--- config.mk ---
export PLATFORM = sky130hd
export DESIGN_NAME = reg_file_p
export DESIGN_NICKNAME = d
export VERILOG_FILES = /design/src/rtl/reg_file_p.sv
export SDC_FILE = /design/constraint.sdc
export NUM_CORES = 1
export LEC_CHECK = 0
export CAP_MARGIN = 30
export CELL_PAD_IN_SITES_DETAIL_PLACEMENT = 0
export CELL_PAD_IN_SITES_GLOBAL_PLACEMENT = 1
export CORE_UTILIZATION = 55
export DETAILED_ROUTE_END_ITERATION = 6
export GPL_ROUTABILITY_DRIVEN = 1
export PLACE_DENSITY_LB_ADDON = 0.1
export SLEW_MARGIN = 40
export SYNTH_ARGS = -nofsm -noshare
export SYNTH_HDL_FRONTEND = slang
export SYNTH_SLANG_ARGS = --single-unit
--- constraint.sdc ---
create_clock -name clk -period 4.95 [get_ports clk]
set_input_delay 1.485 -clock clk [delete_from_list [all_inputs] [get_ports clk]]
set_output_delay 1.485 -clock clk [all_outputs]
set_load 0.01 [all_outputs]
--- src/rtl/reg_file_p.sv ---
// Parametrised multi-port register file with optional zero register,
// same-cycle write bypass and a sequenced whole-array clear.
module reg_file_p #(
  parameter int WIDTH   = 8,
  parameter int AW      = 4,
  parameter int NREAD   = 2,
  parameter int ZERO_R0 = 0,
  parameter int BYPASS  = 0
) (
  input  logic                   clk,
  input  logic                   rst_n,
  input  logic                   RegWrite,
  input  logic [AW-1:0]          write_register,
  input  logic [WIDTH-1:0]       data_in,
  input  logic [NREAD*AW-1:0]    raddr,
  output logic [NREAD*WIDTH-1:0] data_out,
  input  logic                   clear_req,
  output logic                   clear_busy,
  output logic                   clear_done,
  output logic                   write_dropped
);

  localparam int DEPTH = 2 ** AW;

  localparam logic IDLE  = 1'b0;
  localparam logic CLEAR = 1'b1;

  localparam logic [AW-1:0] LAST = AW'(DEPTH - 1);

  logic              state;
  logic [AW-1:0]     cnt;
  logic [WIDTH-1:0]  mem [DEPTH];

  logic zero_on;
  logic byp_on;
  logic wr_ok;

  assign zero_on = (ZERO_R0 != 0);
  assign byp_on  = (BYPASS != 0) && RegWrite
                && (state == IDLE);
  assign wr_ok   = RegWrite && (state == IDLE)
                && !(zero_on && (write_register == '0));

  always_ff @(posedge clk) begin
    if (!rst_n) begin
      for (int i = 0; i < DEPTH; i++)
        mem[i] <= '0;
      state         <= IDLE;
      cnt           <= '0;
      clear_busy    <= 1'b0;
      clear_done    <= 1'b0;
      write_dropped <= 1'b0;
    end else begin
      clear_done    <= 1'b0;
      write_dropped <= 1'b0;
      case (state)
        IDLE: begin
          // a write on the request edge still lands
          if (wr_ok)
            mem[write_register] <= data_in;
          if (clear_req) begin
            state      <= CLEAR;
            cnt        <= '0;
            clear_busy <= 1'b1;
          end
        end
        CLEAR: begin
          mem[cnt]      <= '0;
          cnt           <= cnt + 1'b1;
          write_dropped <= RegWrite;
          if (cnt == LAST) begin
            state      <= IDLE;
            clear_busy <= 1'b0;
            clear_done <= 1'b1;
          end
        end
        default: state <= IDLE;
      endcase
    end
  end

  for (genvar g = 0; g < NREAD; g++) begin : g_rd
    logic [AW-1:0]    ra;
    logic [WIDTH-1:0] rd;

    assign ra = raddr[g*AW +: AW];

    always_comb begin
      rd = mem[ra];
      if (zero_on && (ra == '0))
        rd = '0;
      else if (byp_on && (ra == write_register))
        rd = data_in;
    end

    assign data_out[g*WIDTH +: WIDTH] = rd;
  end

endmodule

== Yosys cells after proc, flatten, opt, wreduce, memory -nomap -nowiden ==
Memories as Yosys holds them, arrays and structs flattened.
Cells that the tools add are included.

* Bits in writable memories: 128
* Logic and storage cells: 39
* Memories kept: 1
* Bits in registers: 8
* Bits of input ports: 24
* Output and inout port bits: 19

* Equality and inequality tests: 3
* Reduce and logical (&&, ||, !) cells: 5
* Bitwise operators: 1
* Add/sub/neg operators: 1
* Mux-type cells: 23

{| class="wikitable"
|+ Memory list
! memory !! depth !! bits a word !! rd ports !! clocked after Yosys merged registers in !! write ports !! line !! RTL
|-
| mem || 16 || 8 || 2 || 0 || 16 || 32 || <nowiki>logic [WIDTH-1:0] mem [DEPTH];</nowiki>
|}

{| class="wikitable"
|+ Operators with widths
! cell !! number
|-
| 2-to-1 mux 8 bit || 2
|-
| OR reduction 8 bit || 2
|-
| 2-to-1 mux 1 bit || 15
|-
| 2-to-1 mux 4 bit || 3
|-
| one-hot mux 4 bit (2 select lines) || 1
|-
| adder 4 x 1 -> 4 bit, second input constant || 1
|-
| equality test 4 bit, second input constant || 1
|-
| one-hot mux 1 bit (2 select lines) || 2
|-
| AND reduction 2 bit || 2
|-
| inequality test 2 x 1 -> 1 bit, second input constant || 1
|-
| inequality test 2 bit, second input constant || 1
|-
| logical AND 1 bit || 1
|-
| NOT 1 bit || 1
|}

== Depth between registers and ports, before layout ==
Gate-level depths: netlist of run 1.

* Word-level depth: 9
* Mapped depth: 5
* Gate-level depth less buffers: 4

== Least setup slack after synthesis of run 1 ==
No wires, ideal clock.

* Path kind: input port to output port
* From: input port raddr[4]
* To: output port data_out[13]
* Data arrival time: 2.555 ns
* Path buffers: 2
* Stages: 5
* Required time: 3.465 ns
* Setup slack: 0.910 ns
* Path through: buf_6 buf_4 mux4_2 a22oi_1 nand2_1

* Word-level cells in the longest chain between the ends: 1

{| class="wikitable"
|+ RTL lines
! what !! line !! RTL
|-
| start: declaration || 15 || <nowiki>input logic [NREAD*AW-1:0] raddr,</nowiki>
|-
| memory (16 x 8 bit) || n/a ||
|-
| end: declaration || 16 || <nowiki>output logic [NREAD*WIDTH-1:0] data_out,</nowiki>
|}

No other way between the ends.

== Final worst setup path of run 1 ==
* From: input port raddr[4]
* To: output port data_out[11]

The elaborated chain is that of the path after synthesis.

==> impl_metrics.json, run 1 <==
{
  "drv_cap": 0,
  "avgSynthCellArea_um2": 14.6,
  "antenna_found_initial": 0,
  "crit_type": "primary input to output pin",
  "setup_viol": 0,
  "grt_setup_unrepaired": "false",
  "synth_top_cell_area_share": 0.501,
  "period_share": 0.972,
  "drt_iter0_markers": 657,
  "clockBufferDepth": 2,
  "numCtsBuffers": 17,
  "post-route-min-period_ns": 4.81,
  "ys_types": 50,
  "max_slew_margin": 0.468,
  "yosysWarnings": 0,
  "rows": 42,
  "top_layer": "met4",
  "drive_gt1_frac": 0.217,
  "drv_slew": 0,
  "die_y_um": 120,
  "timing.rr.start": "state",
  "grt_max_degree": 36,
  "hold_viol": 0,
  "start_kind": "primary input",
  "wl_met1_um": 8150,
  "postSynthCellCount": 525,
  "drc_errors": 0,
  "dp_hpwl_um": 14200,
  "synth_flop_cell": "edfxtp_1",
  "ys_seq_elements": 136,
  "gp_congestion": 0.909,
  "areaGrowthSynthToFinish_pct": 14.8,
  "finClkSkew_ns": 0.00654,
  "post_dp_cell_area_um2": 8140,
  "vdd_drop_max_mv": 0.243,
  "wl_per_cell_um": 27.0,
  "clk_pin_slew_ns": 0.06,
  "endpoint_kind": "output pin",
  "r2r-end": "mem[1][5]",
  "io_buffers": 42,
  "yosysSeqAreaShare": 0.521,
  "async_flop_share": 0,
  "postRouteAntennaNets": 0,
  "syn-cell-area_um2": 7680,
  "grt_pass1_wl_um": 31000,
  "cts_max_level": 4,
  "cts_tree": "done",
  "routed-wl-met3_um": 1350,
  "drtPass1Iterations": 5,
  "synth.area.top_cells": "edfxtp_1 (50%), mux4_1 (12%), mux4_2 (8.2%)",
  "tns_ns": 0,
  "tightest_slew_ns": 0.793,
  "worstSetupStartpoint": "raddr[4]",
  "final_nets": 596,
  "yosys.area.top_type": "edfxtp_1",
  "grt_pass1_vias": 5082,
  "crit_end": "data_out[11]",
  "synth_edf_count": 128,
  "start_util": 0.571,
  "holdBufCountCts": 0,
  "reg2regPathDepth": 5,
  "viasPerCell": 6.78,
  "ff2ff_setup_slack_ns": 2.24,
  "outcome": "complete, no violations",
  "grt_use_total": 0.304,
  "cts_setup_buffers": 0,
  "fillers": 1007,
  "synth_fp_nets": 550,
  "post_cts_resize_count": 0,
  "fmax_mhz": 208,
  "die_area_um2": 14400,
  "io_pins": 43,
  "met2WireLength_um": 10600,
  "finalWirelength_um": 20500,
  "clk_latency_ns": 0.42,
  "clock-sinks": 136,
  "finish.instance_area_um2": 8810,
  "fp.coreArea_um2": 13500,
  "diodes": 0,
  "cts_root_buf": "clkbuf_16",
  "cp.required_ns": 3.46,
  "crit_fanout": 29,
  "p_leak_nw": 3.09,
  "crit_arrival_ns": 3.33,
  "final_util": 0.655,
  "overflow": 0,
  "vias": 5155,
  "fp.dieW_um": 120,
  "p_per_area_nw_per_um2": 341,
  "hp-class": "register to register"
}
## stage by stage
step	hold WS (ns)	worst slack, ns	cells	total power [W]
final	0.511	0.137	760	0.00301
after global routing	0.563	0.0757	760	0.00309
after CTS	0.521	0.0256	757	0.00301
after detailed placement	0.501	0.0251	725	0.00173
after global placement	0.499	0.0313	725	0.00172
after floorplan	0.465	0.910	525	0.00159
## routing by layer
metal / track usage / vias up
met5: 0 / -
met4: 0.113 / 0
met3: 0.0456 / 37
met2: 0.506 / 267
met1: 0.404 / 2621
li1: - / 2230
## cell type report
class	instances	area (um2)	area share
repair buffers	73	736	0.0835
flip-flops and latches	136	4010	0.454
inverters	2	7.51	0.000852
well taps	176	220	0.0250
clock buffers	17	425	0.0483
multi-input cells	341	3240	0.368
clock inverters	15	176	0.0200
## flip-flops by register name, summed over array words and instances, names as in the netlist
signal / cells
mem: 128
cnt: 4
clear_busy: 1
clear_done: 1
state: 1
write_dropped: 1
## placed cells by master (no fill, tap or decap), types with 7 or more instances in the layout
master	n
nor2_1	55
nand2_1	33
o31ai_1	7
mux4_1	34
clkdlybuf4s50_1	37
edfxtp_1	128
a22oi_1	32
o21ai_0	8
nor2b_1	8
clkbuf_16	19
buf_4	24
nor3_1	64
mux4_2	28
nor2_2	14
nand3_1	11
dfxtp_1	7
## critical path: stages
cell             delay [ns]
buf_2                  0.11
buf_12                 0.23
mux4_1                 0.63
a22oi_1                0.21
nand2_1                0.12
clkdlybuf4s50_1        0.51
## worst min-delay path by stage
stage / start / to / slack (ns) / cells past startpoint
global placement: clear_busy / clear_busy / 0.50 / 2
finish: clear_busy / clear_busy / 0.51 / 2
floorplan: cnt[3] / clear_done / 0.47 / 2
detailed placement: clear_busy / clear_busy / 0.50 / 2
global route: clear_busy / clear_busy / 0.56 / 2
CTS: clear_busy / clear_busy / 0.52 / 2
## Yosys cell counts (9+ instances only)
cell and n:
buf_6 18, nand3_1 11, nor2_2 12, nor3_1 64, a22oi_1 32, mux4_1 34, nand2_1 33, edfxtp_1 128
buf_2 9, mux4_2 28, nor2_1 57
## logic make-up (layout without fill, tap and decap cells)
family / Yosys count / count (layout) / share of synthesized area
AOI/OAI and AO/OA: 70 / 70 / 0.0808
adders and majority gates: 1 / 1 / 0.00163
buffers and inverters: 48 / 107 / 0.0585
DFF: 136 / 136 / 0.521
muxes: 65 / 65 / 0.206
and+or+nand+nor: 205 / 205 / 0.131
## where the power goes
group	total [W]	switching [W]	leakage, nW	internal, W
combinational	0.000383	0.000213	1.41	0.000170
sequential	0.00134	0.0000331	1.39	0.00131
clock	0.00129	0.000494	0.291	0.000792
total	0.00301	0.000740	3.09	0.00227
No activity file was read; power rests on OpenSTA's default activity.
==> inputs of run 2 (changes only) <==
==> constraint.sdc (replaced) <==
create_clock -name clk -period 4.95 [get_ports clk]
set_input_delay 1.485 -clock clk [delete_from_list [all_inputs] [get_ports clk]]
set_output_delay 1.485 -clock clk [all_outputs]
set_load 0.05 [all_outputs]
==> impl_metrics.json, run 2 (synthesis results as in run 1) <==
{
  "cts_setup_buffers": 0,
  "grt_max_degree": 43,
  "die_y_um": 120,
  "p_per_area_nw_per_um2": 358,
  "period_share": 0.939,
  "vias": 5171,
  "p_leak_nw": 3.08,
  "swShare": 0.259,
  "grt_pass1_wl_um": 31500,
  "hold_viol": 0,
  "drc_errors": 0,
  "endpoint_kind": "output pin",
  "start_util": 0.571,
  "final_common_cell": "edfxtp_1",
  "cts_tree": "done",
  "fillers": 1026,
  "power_frac_clock": 0.436,
  "cp.required_ns": 3.46,
  "rows": 42,
  "grt_use_total": 0.311,
  "power_frac_seq": 0.427,
  "overflow": 0,
  "post_cts_resize_count": 0,
  "top_register": "mem",
  "wl_per_cell_um": 27.2,
  "drt_iter0_markers": 511,
  "place_ws_ns": 0.324,
  "clockBufferDepth": 2,
  "final_nets": 593,
  "io_buffers": 42,
  "viasPerCell": 6.83,
  "grt_pass1_vias": 5259,
  "dp_hpwl_um": 14200,
  "finClkSkew_ns": 0.00911,
  "finalWirelength_um": 20600,
  "tightest_slew_ns": 0.859,
  "fp.dieW_um": 120,
  "outcome": "complete, no violations",
  "diodes": 0,
  "p_comb_frac": 0.137,
  "grt_setup_unrepaired": "false",
  "clk_pin_slew_ns": 0.06,
  "crit_fanout": 32,
  "setup_viol": 0,
  "drive_gt1_frac": 0.239,
  "cts_max_level": 4,
  "crit_type": "primary input to output pin",
  "p_sw_w": 0.000810,
  "final_cell_mix": "edfxtp_1 (128), nor3_1 (64), nor2_1 (57), buf_4 (40), mux4_1 (34)",
  "grt_use_met3": 0.0770,
  "holdBufCountCts": 0,
  "clk_latency_ns": 0.42,
  "post-route-min-period_ns": 4.65,
  "met2_usage": 0.510,
  "largestRegisters": "mem (128), cnt (4)",
  "final_util": 0.649,
  "gp_congestion": 0.880,
  "postRouteAntennaNets": 0,
  "hp-class": "register to register",
  "drtPass1Iterations": 6,
  "antenna_found_initial": 0,
  "p_int_w": 0.00232,
  "drv_cap": 0,
  "multi_input_area_um2": 3230,
  "die_area_um2": 14400,
  "areaGrowthSynthToFinish_pct": 13.8,
  "clock-sinks": 136,
  "busiest_layer": "met2",
  "fp.coreArea_um2": 13500,
  "met1_usage": 0.387,
  "start_kind": "primary input",
  "vdd_drop_max_mv": 0.197,
  "tns_ns": 0,
  "fmax_mhz": 215,
  "crit_arrival_ns": 3.16,
  "max_slew_margin": 0.427,
  "numCtsBuffers": 17,
  "drv_slew": 0,
  "io_pins": 43,
  "largest_reg_flops": 128,
  "cts_root_buf": "clkbuf_16",
  "post-route-worst-setup-slack_ns": 0.304,
  "seq_area_um2": 4010
}
-- run 2: changes by cell type in the layout (fill, tap and decap cells not counted), moves of 3 or more --
cell	before	now
clkinv_2	3	0
buf_4	24	40
inv_6	2	6
clkdlybuf4s50_1	37	23
-- run 2: layer usage --
layer	share of wire	vias to the layer above
met5	0	-
met4	0.042	0
met3	0.084	59
met2	0.49	292
met1	0.38	2591
li1	-	2229
-- run 2: path summary, 6_finish.rpt --
kind	startpoint	endpoint	slack [ns]	cells past startpoint
setup / recovery	raddr[5]	data_out[13]	0.30	6
hold / removal	clear_busy	clear_busy	0.53	2
setup reg to reg	state	mem[5][2]	2.21	5
hold reg to reg	clear_busy	clear_busy	0.53	2
-- run 2: metrics by stage --
stage	total power [W]	hold WS, ns	instance area (um2)	instances
after CTS	0.00314	0.536	8720	756
after global routing	0.00322	0.568	8740	757
after floorplan	0.00164	0.465	7680	525
after detailed placement	0.00178	0.513	8080	724
final	0.00313	0.528	8740	757
after global placement	0.00177	0.500	8080	724
-- run 2: power by group through the flow --
| stage | sequential [W] | combinational (W) | clock (W) |
|---|---|---|---|
| final | 0.00134 | 0.000428 | 0.00137 |
| after floorplan | 0.00135 | 0.000299 | 0 |
| after CTS | 0.00134 | 0.000423 | 0.00138 |
| after global placement | 0.00136 | 0.000417 | 0 |
| after global routing | 0.00134 | 0.000449 | 0.00143 |
| after detailed placement | 0.00136 | 0.000421 | 0 |
-- run 2: worst max-delay path, cell delays in order --
cell,delay [ns]
clkdlybuf4s50_1,0.51
buf_12,0.23
mux4_1,0.32
a22oi_1,0.31
nand2_1,0.10
buf_4,0.20
-- run 2: area by class of cell --
type	instances	share of cell area
Sequential cell	136	0.458
Multi-Input combinational cell	341	0.370
Timing Repair Buffer	70	0.0727
Clock buffer	17	0.0487
Tap cell	176	0.0252
Clock inverter	15	0.0245
Inverter	2	0.000859
